===== config.mk =====
export PLATFORM = sky130hd
export DESIGN_NAME = ula_controller
export DESIGN_NICKNAME = d
export VERILOG_FILES = /design/src/rtl/ula_pkg.sv /design/src/rtl/ula_alu_comb.sv /design/src/rtl/ula_controller.sv
export SDC_FILE = /design/constraint.sdc
export NUM_CORES = 1
export LEC_CHECK = 0
export CAP_MARGIN = 20
export CORE_MARGIN = 2
export CORE_UTILIZATION = 52
export DETAILED_ROUTE_END_ITERATION = 8
export PLACE_DENSITY = 0.76
export SLEW_MARGIN = 20
export SYNTH_ARGS = -nofsm -noshare
export SYNTH_HDL_FRONTEND = slang
export SYNTH_HIERARCHICAL = 1
export SYNTH_SLANG_ARGS = --single-unit

===== constraint.sdc =====
create_clock -name clk -period 2.3 [get_ports clk]
set_input_delay 0.23 -clock clk [delete_from_list [all_inputs] [get_ports clk]]
set_output_delay 0.23 -clock clk [all_outputs]
set_load 0.03 [all_outputs]

===== src/rtl/ula_pkg.sv =====
// Shared opcode constants and FSM state encoding for the ULA controller.
package ula_pkg;

  // Opcodes
  localparam logic [2:0] OP_ADD  = 3'b000;
  localparam logic [2:0] OP_SUB  = 3'b001;
  localparam logic [2:0] OP_AND  = 3'b010;
  localparam logic [2:0] OP_OR   = 3'b011;
  localparam logic [2:0] OP_XOR  = 3'b100;
  localparam logic [2:0] OP_NOTA = 3'b101;
  localparam logic [2:0] OP_MUL  = 3'b110;
  localparam logic [2:0] OP_PASB = 3'b111;

  // Controller FSM states
  localparam logic [1:0] ST_IDLE = 2'b00;
  localparam logic [1:0] ST_EXEC = 2'b01;
  localparam logic [1:0] ST_MUL  = 2'b10;
  localparam logic [1:0] ST_DONE = 2'b11;

  // MUL is the only opcode that goes through the multi-cycle sequencer
  function automatic logic is_mul_op(input logic [2:0] op_code);
    return op_code == OP_MUL;
  endfunction

endpackage


===== src/rtl/ula_alu_comb.sv =====
// Single-cycle combinational ALU. MUL is sequenced by the controller,
// so this block returns zero for that opcode.
module ula_alu_comb
  import ula_pkg::*;
#(
  parameter int WIDTH = 4
) (
  input  logic [2:0]       op,
  input  logic [WIDTH-1:0] a,
  input  logic [WIDTH-1:0] b,
  output logic [WIDTH-1:0] result,
  output logic             carry
);

  logic [WIDTH:0] sum_ext;

  // Opcode decode; carry is only meaningful for ADD/SUB
  always_comb begin
    sum_ext = {1'b0, a} + {1'b0, b};
    result  = '0;
    carry   = 1'b0;
    case (op)
      OP_ADD: begin
        result = sum_ext[WIDTH-1:0];
        carry  = sum_ext[WIDTH];
      end
      OP_SUB: begin
        result = a - b;
        carry  = (a >= b);  // carry set means no borrow
      end
      OP_AND:  result = a & b;
      OP_OR:   result = a | b;
      OP_XOR:  result = a ^ b;
      OP_NOTA: result = ~a;
      OP_MUL:  result = '0;
      OP_PASB: result = b;
    endcase
  end

endmodule


===== src/rtl/ula_controller.sv =====
// ULA controller: request/result handshakes around a combinational ALU
// plus a shift-add multiplier that takes WIDTH cycles.
module ula_controller
  import ula_pkg::*;
#(
  parameter int WIDTH = 4
) (
  input  logic             clk,
  input  logic             rst,
  input  logic             req_valid,
  output logic             req_ready,
  input  logic [2:0]       op,
  input  logic [WIDTH-1:0] a,
  input  logic [WIDTH-1:0] b,
  output logic             res_valid,
  input  logic             res_ready,
  output logic [WIDTH-1:0] result,
  output logic             carry,
  output logic             zero,
  output logic             busy
);

  localparam int CW = $clog2(WIDTH + 1);

  logic [1:0]         state_q,  state_d;
  logic [2:0]         op_q,     op_d;
  logic [WIDTH-1:0]   a_q,      a_d;
  logic [WIDTH-1:0]   b_q,      b_d;
  logic [2*WIDTH-1:0] acc_q,    acc_d;
  logic [2*WIDTH-1:0] mcand_q,  mcand_d;
  logic [WIDTH-1:0]   mplier_q, mplier_d;
  logic [CW-1:0]      cnt_q,    cnt_d;
  logic [WIDTH-1:0]   result_q, result_d;
  logic               carry_q,  carry_d;
  logic               zero_q,   zero_d;

  logic [WIDTH-1:0]   alu_result;
  logic               alu_carry;
  logic [2*WIDTH-1:0] step_sum;

  ula_alu_comb #(.WIDTH(WIDTH)) u_alu (
    .op     (op_q),
    .a      (a_q),
    .b      (b_q),
    .result (alu_result),
    .carry  (alu_carry)
  );

  // Next-state logic for the FSM, operand capture and the MUL sequencer
  always_comb begin
    state_d  = state_q;
    op_d     = op_q;
    a_d      = a_q;
    b_d      = b_q;
    acc_d    = acc_q;
    mcand_d  = mcand_q;
    mplier_d = mplier_q;
    cnt_d    = cnt_q;
    result_d = result_q;
    carry_d  = carry_q;
    zero_d   = zero_q;
    // One shift-add step: add the shifted multiplicand when the current
    // multiplier LSB is set.
    step_sum = acc_q + (mplier_q[0] ? mcand_q : '0);

    case (state_q)
      ST_IDLE: begin
        // req_ready is high here, so req_valid alone is the handshake
        if (req_valid) begin
          op_d    = op;
          a_d     = a;
          b_d     = b;
          state_d = ST_EXEC;
        end
      end
      ST_EXEC: begin
        if (is_mul_op(op_q)) begin
          acc_d    = '0;
          mplier_d = b_q;
          mcand_d  = {{WIDTH{1'b0}}, a_q};
          cnt_d    = '0;
          state_d  = ST_MUL;
        end else begin
          result_d = alu_result;
          carry_d  = alu_carry;
          zero_d   = (alu_result == '0);
          state_d  = ST_DONE;
        end
      end
      ST_MUL: begin
        acc_d    = step_sum;
        mcand_d  = mcand_q << 1;
        mplier_d = mplier_q >> 1;
        cnt_d    = cnt_q + CW'(1);
        // Last of WIDTH steps: the product is complete in step_sum
        if (cnt_q == CW'(WIDTH - 1)) begin
          result_d = step_sum[WIDTH-1:0];
          carry_d  = |step_sum[2*WIDTH-1:WIDTH];
          zero_d   = (step_sum[WIDTH-1:0] == '0);
          state_d  = ST_DONE;
        end
      end
      ST_DONE: begin
        // Result and flags are held; leaving via IDLE means the next
        // request can be accepted one cycle after the result handshake.
        if (res_ready) begin
          state_d = ST_IDLE;
        end
      end
      default: state_d = ST_IDLE;
    endcase
  end

  // State and datapath registers with asynchronous active-low clear
  always_ff @(posedge clk or negedge rst) begin
    if (!rst) begin
      state_q  <= ST_IDLE;
      op_q     <= '0;
      a_q      <= '0;
      b_q      <= '0;
      acc_q    <= '0;
      mcand_q  <= '0;
      mplier_q <= '0;
      cnt_q    <= '0;
      result_q <= '0;
      carry_q  <= 1'b0;
      zero_q   <= 1'b0;
    end else begin
      state_q  <= state_d;
      op_q     <= op_d;
      a_q      <= a_d;
      b_q      <= b_d;
      acc_q    <= acc_d;
      mcand_q  <= mcand_d;
      mplier_q <= mplier_d;
      cnt_q    <= cnt_d;
      result_q <= result_d;
      carry_q  <= carry_d;
      zero_q   <= zero_d;
    end
  end

  assign req_ready = (state_q == ST_IDLE);
  assign res_valid = (state_q == ST_DONE);
  assign busy      = (state_q != ST_IDLE);
  assign result    = result_q;
  assign carry     = carry_q;
  assign zero      = zero_q;

endmodule


==> run metrics <==
PnR worst setup slack=-5.50 ps; net switching power=2.36 mW; Pint=2.98 mW; Leakage=1.55 nW; CTS tree=yes; global router's overall resource usage=approximately a fifth; Startpoint Class=register; clock power share=a little under an eighth; YS warnings=6; fill cell count=445; Adder-Cell Fraction of Synth Area=between 10% and 20%; max-cap violations=0; largest net degree at the start of global routing=43; power share of the combinational group=between 60% and 70%; initial antenna violation count=0; final hold vios=0; grt total ovfl=0; Critical Path Max Stage Delay=390 ps; Worst path most repeated cell=inv_2; worst-path maximum fanout=2; H-tree depth=2; PortBufs=23; post-synthesis sequential area ratio=a little under two fifths; XOR/XNOR Fraction of Synth Area=about 2.8%; DRC viols=0; Critical Path RT=between 2000 and 2500 ps; Tcrit/Tclk final=100%; Least-Margin Pin Slew=between 900 and 1000 ps; first-pass GRT wire length=just over 10000 µm; failing checks=setup timing; Root Driver=clkbuf_8; Area Overhead vs Synth=19.7%; Post-synth EDFFs=0; TNS Setup=-5.50 ps; critical path capture point type=register; worst path bufs/invs=2; core area=0.00514 mm²; Die Area=0.00597 mm²; Pins Over Slew Limit=0; Syn Area/Cell=~9.8 µm²; largest family of logic cells by synthesized area=compound AO/OA/AOI/OAI gates; Max stage delay cell, worst path=dfrtp_1; Worst Hold Class=in -> async; worst ir drop on vdd=0.853 mV; most frequent cells in the layout=dfrtp_1 (41), nand2_1 (27), ha_1 (23); post-synthesis register bit count=42; Yosys cell types=52; number of global-route vias before repair=roughly 2200; Iter 0 DRT Violations=82; syn_nets=between 300 and 400; Net Sw Frac=44.2%; mux share of post-synthesis cell area=~8.6%; final setup vio count=1; Synth Flop Type=dfrtp_1; max_slew headroom=roughly 39%; row count=26; synthesized cell area=~0.0028 mm²; drt total wl=5650 µm; vias=2206; largest delay contributor family on the critical path=adder cells; vias per cell=roughly 5.6; share of power burned in registers=26.9%; Setup Skew=17.6 ps; die width=77.2 µm; Synth Area in Compound Gates=19.6%; Post-DP HPWL=between 4000 and 5000 µm; Clock Latency Late Sink=310 ps; Worst-path clk slew=100 ps; commonest non-fill, non-tap cell in the layout=dfrtp_1; Post-CTS Hold Fix Bufs=0; clock period minus worst slack=roughly 2300 ps; worst slack at placement=-66.9 ps; TritonCTS Buffers=5; share of post-route cells with drive strength above 1=18.8%; final net count=roughly 370; Post-synth ARST share=between 90% and 100%; Ports=24; Max clock buf depth=2; Initial Utilization=between 50 and 60%; worst-path cell chain=inv_2, ha_4, inv_2, fa_2, xor2_1, mux2_4, or3_1, o221a_2, a21oi_2, nor2_1, nand2_1, a31oi_4; Simple-Gate Fraction of Synth Area=between 10% and 20%; RSZ-0062 raised after global routing=true; Layout Utilization=around two thirds; achievable clock frequency=approximately 0.43 GHz; die height=approximately 77 µm; Post-DRT Antenna Nets=0; # clock sinks=42; pwr/cell area=about 1600 mW/mm²; status=complete, but fails checks; WP data arrival=2480 ps; Mapped Cells=~290; Placer Congestion=around 0.9; Pre-Repair DR Iteration Count=4; WL/cell=approximately 14 µm; Crit Path Class=reg -> reg; Antenna Cells=0
## cell type report
| type | count | area, µm² | share of cell area (%) |
|---|---|---|---|
| multi-input cells | 211 | 1630 | 48.9 |
| flip-flops and latches | 42 | 1050 | 31.5 |
| repair buffers | 43 | 375 | 11.2 |
| well taps | 70 | 87.6 | 2.62 |
| inverters | 21 | 78.8 | 2.36 |
| clock buffers | 5 | 68.8 | 2.06 |
| clock inverters | 3 | 43.8 | 1.31 |
## sequential cells by signal, summed over array words and instances, names as in the netlist
register,cells
carry,1
result,4
mplier_q,4
zero,1
cnt_q,3
b_q,4
mcand_q,8
acc_q,8
op_q,3
state_q,2
a_q,4
## through the flow
step                      hold WS (ps)  instances  instance area (µm²)  power [mW]
after CTS                         94.6        393                 3310        5.30
final                             49.6        395                 3340        5.34
after global placement             413        385                 3180        4.55
after floorplan                  -65.6        285                 2790        3.69
after global routing               126        395                 3340        5.81
after detailed placement           427        385                 3180        4.64
## Yosys cell counts, drive strengths merged, types with 3 or more instances
library cell / number / area share (%)
xor2: 3 / 0.94
nand3: 3 / 0.54
xnor2: 6 / 1.9
nand2b: 3 / 0.67
ha: 25 / 11
fa: 3 / 2.2
a211oi: 3 / 0.99
o21ai: 22 / 3.9
a22o: 13 / 4.1
clkbuf: 8 / 1.4
inv: 21 / 2.8
a31oi: 3 / 1.2
a21oi: 18 / 3.5
nor2: 15 / 2.0
dfrtp: 42 / 38
a21o: 4 / 1.1
mux2i: 10 / 3.7
mux2: 12 / 4.8
buf: 3 / 0.76
o21bai: 3 / 0.81
and2: 8 / 1.8
nor3: 6 / 1.3
nand2: 27 / 3.6
## timing repair
item / in CTS / in global routing
setup buffers: 0 / 2
pin swaps: 5 / 2
resized for setup: 6 / 5
setup endpoints to repair: 2 / 4
## logic make-up after synthesis
logic type	count (synthesis)
AO/OA/AOI/OAI	79
AND/OR/NAND/NOR	73
flip-flops	42
buffers and inverters	32
adder cells (fa/ha/maj)	28
multiplexers	22
XOR/XNOR	9
## per-layer routing
layer | vias up | GRT usage [%] | part of all wire [%]
li1 | 1086 | - | -
met3 | 9 | 4.12 | 3.6
met1 | 1068 | 26.9 | 46
met2 | 43 | 35.2 | 49
met5 | - | 0 | 0
met4 | 0 | 5.18 | 1.3
## path summary, 6_finish.rpt
check / slack [ps] / from / cells past startpoint / endpoint
min in group clk: 490 / cnt_q[2] / 2 / cnt_q[2]
setup reg to reg: -5 / a_q[0] / 12 / zero
setup / recovery: -5 / a_q[0] / 12 / zero
max in group asynchronous: 1630 / rst / 1 / mplier_q[0]
hold reg to reg: 490 / cnt_q[2] / 2 / cnt_q[2]
hold / removal: 50 / rst / 1 / acc_q[1]
## power groups by stage
stage	combinational, mW	clock [mW]	sequential (mW)
2_1_floorplan	2.24	0	1.46
3_3_place_gp	3.12	0	1.42
5_1_grt	3.67	0.643	1.49
3_5_place_dp	3.20	0	1.44
6_report	3.30	0.601	1.44
4_1_cts	3.26	0.607	1.43
(Power assumes the default switching activity.)
